===== src/rtl/fpu_axi_mst.sv =====
// rtl/fpu_axi_mst.sv - AXI-lite master that runs one FPU operation per command
module fpu_axi_mst #(
    parameter logic [31:0] BASE_ADDR    = 32'h0000_0000,
    parameter int          ADDR_WIDTH   = 32,
    parameter int          DATA_WIDTH   = 32,
    parameter int          STRB_WIDTH   = DATA_WIDTH / 8,
    parameter int          OPCODE_WIDTH = 5,
    parameter int          POLL_MAX     = 16
) (
    input  logic                    fpu_clk,
    input  logic                    fpu_rst,
    input  logic                    cmd_valid_i,
    output logic                    cmd_ready_o,
    input  logic [OPCODE_WIDTH-1:0] cmd_opcode_i,
    input  logic [2:0]              cmd_rmode_i,
    input  logic [DATA_WIDTH-1:0]   cmd_op1_i,
    input  logic [DATA_WIDTH-1:0]   cmd_op2_i,
    output logic                    rsp_valid_o,
    input  logic                    rsp_ready_i,
    output logic [DATA_WIDTH-1:0]   rsp_result_o,
    output logic [4:0]              rsp_flag_o,
    output logic [1:0]              rsp_err_o,
    output logic                    awvalid_o,
    output logic [ADDR_WIDTH-1:0]   awaddr_o,
    input  logic                    awready_i,
    output logic                    wvalid_o,
    output logic [DATA_WIDTH-1:0]   wdata_o,
    output logic [STRB_WIDTH-1:0]   wstrb_o,
    input  logic                    wready_i,
    input  logic                    bvalid_i,
    input  logic [1:0]              bresp_i,
    output logic                    bready_o,
    output logic                    arvalid_o,
    output logic [ADDR_WIDTH-1:0]   araddr_o,
    input  logic                    arready_i,
    input  logic                    rvalid_i,
    input  logic [DATA_WIDTH-1:0]   rdata_i,
    input  logic [1:0]              rresp_i,
    output logic                    rready_o
);

    typedef enum logic [2:0] {
        IDLE, WR_ADDR_DATA, WR_RESP, RD_STAT_ADDR,
        RD_STAT_DATA, RD_RES_ADDR, RD_RES_DATA, RESP
    } state_t;

    localparam int                    PW   = $clog2(POLL_MAX + 1);
    localparam logic [ADDR_WIDTH-1:0] BASE = ADDR_WIDTH'(BASE_ADDR);
    localparam logic [1:0]            OKAY = 2'b00;

    state_t                  state_q, state_d;
    logic [1:0]              wr_idx_q, wr_idx_d;
    logic [PW-1:0]           poll_cnt_q, poll_cnt_d;
    logic                    aw_done_q, aw_done_d;
    logic                    w_done_q, w_done_d;
    logic [OPCODE_WIDTH-1:0] opcode_q, opcode_d;
    logic [2:0]              rmode_q, rmode_d;
    logic [DATA_WIDTH-1:0]   op1_q, op1_d;
    logic [DATA_WIDTH-1:0]   op2_q, op2_d;
    logic [DATA_WIDTH-1:0]   result_q, result_d;
    logic [4:0]              flags_q, flags_d;
    logic [1:0]              err_q, err_d;
    logic [DATA_WIDTH-1:0]   ctrl_word;

    assign ctrl_word = DATA_WIDTH'({rmode_q, opcode_q});

    // State and datapath registers; reset wins over everything, mid-transaction included
    always_ff @(posedge fpu_clk) begin
        if (fpu_rst) begin
            state_q    <= IDLE;
            wr_idx_q   <= '0;
            poll_cnt_q <= '0;
            aw_done_q  <= 1'b0;
            w_done_q   <= 1'b0;
            opcode_q   <= '0;
            rmode_q    <= '0;
            op1_q      <= '0;
            op2_q      <= '0;
            result_q   <= '0;
            flags_q    <= '0;
            err_q      <= '0;
        end else begin
            state_q    <= state_d;
            wr_idx_q   <= wr_idx_d;
            poll_cnt_q <= poll_cnt_d;
            aw_done_q  <= aw_done_d;
            w_done_q   <= w_done_d;
            opcode_q   <= opcode_d;
            rmode_q    <= rmode_d;
            op1_q      <= op1_d;
            op2_q      <= op2_d;
            result_q   <= result_d;
            flags_q    <= flags_d;
            err_q      <= err_d;
        end
    end

    // Next-state sequencing: three register writes, status polling, result read, response
    always_comb begin
        state_d    = state_q;
        wr_idx_d   = wr_idx_q;
        poll_cnt_d = poll_cnt_q;
        aw_done_d  = aw_done_q;
        w_done_d   = w_done_q;
        opcode_d   = opcode_q;
        rmode_d    = rmode_q;
        op1_d      = op1_q;
        op2_d      = op2_q;
        result_d   = result_q;
        flags_d    = flags_q;
        err_d      = err_q;
        case (state_q)
            IDLE: begin
                if (cmd_valid_i && cmd_ready_o) begin
                    opcode_d   = cmd_opcode_i;
                    rmode_d    = cmd_rmode_i;
                    op1_d      = cmd_op1_i;
                    op2_d      = cmd_op2_i;
                    wr_idx_d   = '0;
                    poll_cnt_d = '0;
                    aw_done_d  = 1'b0;
                    w_done_d   = 1'b0;
                    result_d   = '0;
                    flags_d    = '0;
                    err_d      = '0;
                    state_d    = WR_ADDR_DATA;
                end
            end
            WR_ADDR_DATA: begin
                // Each channel retires on its own handshake; leave once both have
                aw_done_d = aw_done_q | (awvalid_o & awready_i);
                w_done_d  = w_done_q | (wvalid_o & wready_i);
                if (aw_done_d && w_done_d) begin
                    aw_done_d = 1'b0;
                    w_done_d  = 1'b0;
                    state_d   = WR_RESP;
                end
            end
            WR_RESP: begin
                if (bvalid_i) begin
                    if (bresp_i != OKAY) begin
                        err_d   = 2'b01;
                        state_d = RESP;
                    end else if (wr_idx_q == 2'd2) begin
                        state_d = RD_STAT_ADDR;
                    end else begin
                        wr_idx_d = wr_idx_q + 2'd1;
                        state_d  = WR_ADDR_DATA;
                    end
                end
            end
            RD_STAT_ADDR: begin
                if (arready_i) state_d = RD_STAT_DATA;
            end
            RD_STAT_DATA: begin
                if (rvalid_i) begin
                    if (rresp_i != OKAY) begin
                        err_d   = 2'b10;
                        state_d = RESP;
                    end else if (rdata_i[8]) begin
                        flags_d = rdata_i[4:0];
                        state_d = RD_RES_ADDR;
                    end else if (poll_cnt_q == PW'(POLL_MAX - 1)) begin
                        err_d   = 2'b11;
                        state_d = RESP;
                    end else begin
                        poll_cnt_d = poll_cnt_q + 1'b1;
                        state_d    = RD_STAT_ADDR;
                    end
                end
            end
            RD_RES_ADDR: begin
                if (arready_i) state_d = RD_RES_DATA;
            end
            RD_RES_DATA: begin
                if (rvalid_i) begin
                    if (rresp_i != OKAY) begin
                        err_d    = 2'b10;
                        flags_d  = '0;
                        result_d = '0;
                    end else begin
                        result_d = rdata_i;
                    end
                    state_d = RESP;
                end
            end
            RESP: begin
                if (rsp_ready_i) state_d = IDLE;
            end
            default: state_d = IDLE;
        endcase
    end

    // Bus and response outputs decoded from state; addresses/data read zero when idle
    always_comb begin
        cmd_ready_o = (state_q == IDLE) && !fpu_rst;
        awvalid_o   = (state_q == WR_ADDR_DATA) && !aw_done_q;
        wvalid_o    = (state_q == WR_ADDR_DATA) && !w_done_q;
        bready_o    = (state_q == WR_RESP);
        arvalid_o   = (state_q == RD_STAT_ADDR) || (state_q == RD_RES_ADDR);
        rready_o    = (state_q == RD_STAT_DATA) || (state_q == RD_RES_DATA);
        awaddr_o    = '0;
        wdata_o     = '0;
        wstrb_o     = '0;
        araddr_o    = '0;
        if (awvalid_o) awaddr_o = BASE + ADDR_WIDTH'({wr_idx_q, 2'b00});
        if (wvalid_o) begin
            wstrb_o = '1;
            case (wr_idx_q)
                2'd0:    wdata_o = op1_q;
                2'd1:    wdata_o = op2_q;
                default: wdata_o = ctrl_word;
            endcase
        end
        if (state_q == RD_STAT_ADDR) araddr_o = BASE + ADDR_WIDTH'(8'h0C);
        if (state_q == RD_RES_ADDR)  araddr_o = BASE + ADDR_WIDTH'(8'h10);
        rsp_valid_o  = (state_q == RESP);
        rsp_result_o = result_q;
        rsp_flag_o   = flags_q;
        rsp_err_o    = err_q;
    end

endmodule


===== config.mk =====
export PLATFORM = sky130hd
export DESIGN_NAME = fpu_axi_mst
export DESIGN_NICKNAME = d
export VERILOG_FILES = /design/src/rtl/fpu_axi_mst.sv
export SDC_FILE = /design/constraint.sdc
export NUM_CORES = 1
export LEC_CHECK = 0
export ABC_AREA = 0
export CAP_MARGIN = 20
export CELL_PAD_IN_SITES_DETAIL_PLACEMENT = 0
export CELL_PAD_IN_SITES_GLOBAL_PLACEMENT = 1
export CORE_ASPECT_RATIO = 2
export CORE_UTILIZATION = 32
export DETAILED_ROUTE_END_ITERATION = 7
export HOLD_SLACK_MARGIN = 0.15
export PLACE_DENSITY = 0.88
export SETUP_SLACK_MARGIN = 0.2
export SLEW_MARGIN = 20
export SYNTH_ARGS = -nofsm -noshare
export SYNTH_HDL_FRONTEND = slang
export SYNTH_SLANG_ARGS = --single-unit

===== constraint.sdc =====
create_clock -name fpu_clk -period 3.8 [get_ports fpu_clk]
set_clock_uncertainty 0.2 [all_clocks]
set_input_delay 0.38 -clock fpu_clk [delete_from_list [all_inputs] [get_ports fpu_clk]]
set_output_delay 0.38 -clock fpu_clk [all_outputs]
set_load 0.02 [all_outputs]

==> impl_metrics.csv <==
group,metric,value,unit
power_and_ir_drop,power.leakage,3.38,nW
clocking,htreeDepth,4,
synthesis,synth_area_leader_cell,"dfxtp_1",
global_routing,grt_antenna_before_repair,1,
finish,multi_input_area,0.00289,mm2
detailed_routing,dr.first_iter.drc_count,243,
die,initial_core_util,32.5,%
setup_path,worst_path_largest_cell_delay,0.64,ns
timing,slew_violations,0,
detailed_routing,routed_via_density,4.98,
setup_path,cp_num_buf_inv,2,
synthesis,synthMostInstantiatedCell,"nand2_1",
timing,max_slew.worst_pin.slew,0.856,ns
timing,timing.final.ws_setup,0.553,ns
die,core-area,0.0182,mm2
hold_path,min_from,"rsp_result_o[13]",
synthesis,synth_ff_type,"dfxtp_1",
synthesis,yosys.area.top_type_share,41.6,%
die,fp.dieW,98.2,um
clocking,postCtsSetupBuffers,0,
placed_design,dp_hpwl,13300,um
synthesis,ys_types,55,
finish,syn2layout_area_growth,42.4,%
clocking,hold_buffers,1,
setup_path,r2r_start,"state_q[1]",
global_routing,grt_max_degree,73,
detailed_routing,drc,18,
die,io_pins,263,
timing,fin_crit_sh,85.4,%
clocking,cts_made_buffers,17,
finish,drive_above_1_share,7.13,%
timing,period_needed,3.25,ns
detailed_routing,routedWlPerCell,16.1,um
synthesis,yosys_warnings,0,
clocking,clock_sinks,123,
status,status,"complete, but fails checks",
synthesis,yosys-top-cells-area,"dfxtp_1, nand2_1, buf_4",
detailed_routing,firstDrtPassIters,8,
job,drv_cap,0,
die,fp-row-count,70,
placed_design,pre_cts_ws,0.959,ns
global_routing,grtUsageTotal,20.2,%
setup_path,crit_type,"register to primary output",
timing,hold_violations,0,
synthesis,synth_edf_count,0,
hold_path,hold-path-cell-count,2,
setup_path,critPathMaxFanout,34,
global_routing,grt_first_pass_wirelength,29900,um
synthesis,ys_async_sr_fraction,0,%
synthesis,synth-seq-area-share,41.6,%
setup_path,cpMaxStageDelayCell,"clkdlybuf4s50_1",
finish,fin_cells,1171,
timing,slew_headroom,42.9,%
detailed_routing,drt_wl_total,18800,um
placed_design,port_buffers,203,
synthesis,netlist_top_cells_count,"nand2_1, dfxtp_1, nand3_1",
finish,final_util,46.3,%
timing,setup_viol,0,
hold_path,worstHoldPathType,"register to register",
clocking,cts_buffer_depth,2,
die,die_area,0.0191,mm2
global_routing,overflow,0,
setup_path,endpoint_kind,"primary output",
setup_path,worstPathCellList,"or4b_1 > buf_4 > nor2_1 > clkdlybuf4s50_1",
detailed_routing,vias,5836,
clocking,root_buffer,"clkbuf_16",
status,violations,"design-rule violations",
setup_path,cp_data_arrival_time,2.67,ns
hold_path,holdPathEnd,"rsp_result_o[13]",
power_and_ir_drop,peakVddDrop,0.274,mV
finish,register_area,0.00246,mm2
timing,rsz0062_at_grt,"no",
placed_design,dp_cells,1137,
power_and_ir_drop,powerDensity,591,mW/mm2
timing,fin_hold_ws,0.248,ns
timing,tns,0,ns
setup_path,rr_worst_depth,5,
clocking,cts.reportedPaths.clkPinSlew,0.05,ns
detailed_routing,ant_nets,0,
global_routing,grt_pass1_vias,5764,
setup_path,worstReg2RegEnd,"rsp_result_o[1]",
clocking,post_cts_resized,0,
setup_path,startpoint_type,"register",
finish,fillers,1797,
finish,layout.nets,1063,
timing,fmax,308,MHz
clocking,cts_tree,"yes",
placed_design,gp_congestion,0.829,
setup_path,required,3.22,ns
clocking,clk_latency,0.41,ns
synthesis,yosys_register_bits,123,
setup_path,path_delay_family,"buffers and inverters",
synthesis,syn-instance-count,766,
synthesis,synthesis.area,0.00592,mm2
synthesis,syn_avg_cell_area,7.73,um2
die,die_h,194,um
setup_path,rrSetupSlack,1.34,ns
## kinds of logic after synthesis
logic type,count (synthesis),synth area share (%)
buf+inv,135,13.8
simple gates,377,29.0
flops,123,41.6
fa+ha+maj,5,1.06
other cells,1,0.0633
mux,2,0.338
compound gates,123,14.2
## metal layers
layer  global-route usage, %  wire, um  vias to the layer above
met3                    4.24      1130                       43
met5                       0         0                        -
met1                    19.9      6470                     2693
met4                    11.0       722                        0
met2                    38.3     10500                      266
li1                        -         -                     2834
## sequential cells by signal, indices dropped and copies added (netlist names)
name,flops
op2_q,32
w_done_q,1
rsp_result_o,32
state_q,3
rsp_err_o,2
opcode_q,5
poll_cnt_q,5
wr_idx_q,2
rmode_q,3
rsp_flag_o,5
aw_done_q,1
op1_q,32
## layout by cell type, fill, tap and decap left out, types with 3 or more instances in the layout
cell type,instances
dfxtp_1,123
ha_1,5
o311ai_0,5
o41ai_2,5
buf_4,15
clkinv_2,4
nand2_1,191
nor2_1,37
nand4_1,4
or4_1,4
a21o_1,3
conb_1,59
clkbuf_16,17
a22oi_1,32
clkbuf_1,5
bufinv_16,4
o21ai_0,8
nand3_1,108
clkdlybuf4s50_1,202
nor3_1,5
a21oi_1,50
o22ai_1,4
inv_2,3
inv_1,11
## power by group
| group | internal [mW] | switching, mW | total (mW) |
|---|---|---|---|
| registers | 1.51 | 0.145 | 1.66 |
| logic | 0.610 | 1.03 | 1.64 |
| clock network | 1.13 | 0.558 | 1.69 |
| total | 3.25 | 1.73 | 4.98 |
## tightest hold or removal path, stage by stage, from the launching register on
cell and delay, ns:
dfxtp_1 0.30, nand2_1 0.05, a21oi_1 0.05
## through the flow
step / instance area, um2 / total power [mW]
after floorplan: 6140 / 2.78
after global placement: 7810 / 3.29
after detailed placement: 7810 / 3.32
after CTS: 8430 / 5.03
after global routing: 8430 / 5.26
final: 8430 / 4.98
## area by class of cell
cell class | count | share of cell area, %
Clock buffer | 24 | 5.59
Inverter | 14 | 0.623
Tap cell | 216 | 3.20
Antenna cell | 1 | 0.0297
Clock inverter | 8 | 1.66
Multi-Input combinational cell | 566 | 34.2
Timing Repair Buffer | 219 | 25.5
Sequential cell | 123 | 29.2
## how the worst max path moves through the flow
stage                           start  cells past startpoint  slack, ns          end
final                      state_q[1]                      4       0.55  wdata_o[21]
after floorplan            state_q[2]                      6       1.56   wstrb_o[0]
after detailed placement  wr_idx_q[0]                      6       0.96   wdata_o[2]
after CTS                 wr_idx_q[0]                      6       0.50   wdata_o[2]
after global routing      wr_idx_q[0]                      6       0.36   wdata_o[2]
after global placement     state_q[1]                      4       1.01  wdata_o[21]
No activity file was read; power rests on OpenSTA's default activity.
==> RTL edit (config.mk and constraints unchanged) <==
`op1_q`, `op2_q` and `result_q` no longer have a reset.
--- a/src/rtl/fpu_axi_mst.sv
+++ b/src/rtl/fpu_axi_mst.sv
@@ -75,7 +75,4 @@
             opcode_q   <= '0;
             rmode_q    <= '0;
-            op1_q      <= '0;
-            op2_q      <= '0;
-            result_q   <= '0;
             flags_q    <= '0;
             err_q      <= '0;
@@ -88,10 +85,13 @@
             opcode_q   <= opcode_d;
             rmode_q    <= rmode_d;
-            op1_q      <= op1_d;
-            op2_q      <= op2_d;
-            result_q   <= result_d;
             flags_q    <= flags_d;
             err_q      <= err_d;
         end
+    end
+
+    always_ff @(posedge fpu_clk) begin
+        op1_q    <= op1_d;
+        op2_q    <= op2_d;
+        result_q <= result_d;
     end
 
Behaviour: no difference found for any inputs over 4 cycles, from zero or initial values and one cycle with fpu_rst high; that may be too few to reach the edited logic, so the function may still have changed.
==> RTL edit against the unedited design <==
Worst hold slack better by 0.0030 ns; worst setup slack improved by 0.13 ns; non-clock buffer count shrank 6; combinational power down 27%; fmax increased by 4.2%; sequential cell count unchanged; area after synthesis is 5.4% lower; power fell by 10%; register-to-register slack improved by 0.15 ns; critical path type unchanged; wire length down 22%; cell area decreased by 2.5%; cell count fell by 23%; count of clock-buffer cells in the layout rose by 5; critical path depth rose by 2.
==> RTL edit: results (changes against the unedited design) <==
| Metric | Value |
|---|---|
| Seq/Total Area, Yosys | `0.611 (+0.195)` |
| Hold_sp | `poll_cnt_q[4]` |
| Via count | `4134 (-29%)` |
| Fin nets | `802 (-25%)` |
| Netlist cell types | `48 (-13%)` |
| Met2 wire len | `8.19 mm (-22%)` |
| Met3 wire length | `876 um (-23%)` |
| Vias in the first global route | `4240 (-26%)` |
| Xor/xnor share of the synthesized area | `0.00469 (+0.00469)` |
| Overall routing resource usage | `0.166 (-0.0358)` |
| Worst reg2reg setup slack | `1.49 ns (+0.15 ns)` |
| WHS | `0.251 ns (+0.00304 ns)` |
| DR iter-0 viols | `168 (-31%)` |
| Status | `complete, no violations` |
| Post-Route M1 WL | `4.85 mm (-25%)` |
| Synth Area in Compound Gates | `0.0983 (-0.0441)` |
| # placed instances | `871 (-23%)` |
| Worst r2r src | `poll_cnt_q[0]` |
| Worst slew margin | `0.544 (+0.115)` |
| DP Worst Slack | `1.07 ns (+0.114 ns)` |
| First-pass GRT wire length | `21.9 mm (-27%)` |
| Initial antenna violation count | `0 (-1)` |
| Post-synth EDFFs | `96 (+96)` |
| Maximum clock rate | `321 MHz (+4.2%)` |
| Maximum fanout along the worst path | `8 (-76%)` |
| Lkg Pwr | `3.03 nW (-11%)` |
==> RTL edit: cell count changes after synthesis, moves of 9 or more <==
| cell | change |
|---|---|
| a21oi_1 | -26 |
| and2_1 | +34 |
| buf_1 | -9 |
| buf_2 | -13 |
| dfxtp_1 | -96 |
| edfxtp_1 | +96 |
| nand2_1 | -147 |
| nand3_1 | -100 |
==> RTL edit: final timing paths <==
| path | endpoint | depth (start not counted) |
|---|---|---|
| min reg2reg | poll_cnt_q[4] | 2 |
| max reg2reg | poll_cnt_q[4] | 8 |
| min | poll_cnt_q[4] | 2 |
| max | wdata_o[7] | 6 |
==> RTL edit: final cells by class <==
cell class	instances	area, um^2
Multi-Input combinational cell	316	1770
Fill cell	1635	8960
Tap cell	210	263
Inverter	9	33.8
Clock buffer	29	596
Timing Repair Buffer	213	2120
Clock inverter	3	18.8
Sequential cell	123	3420
==> RTL edit: layer usage <==
layer  up-vias  track usage
met4         0        0.101
met3        32       0.0470
met1      1930        0.149
li1       1982            -
met2       190        0.312
met5         -            0
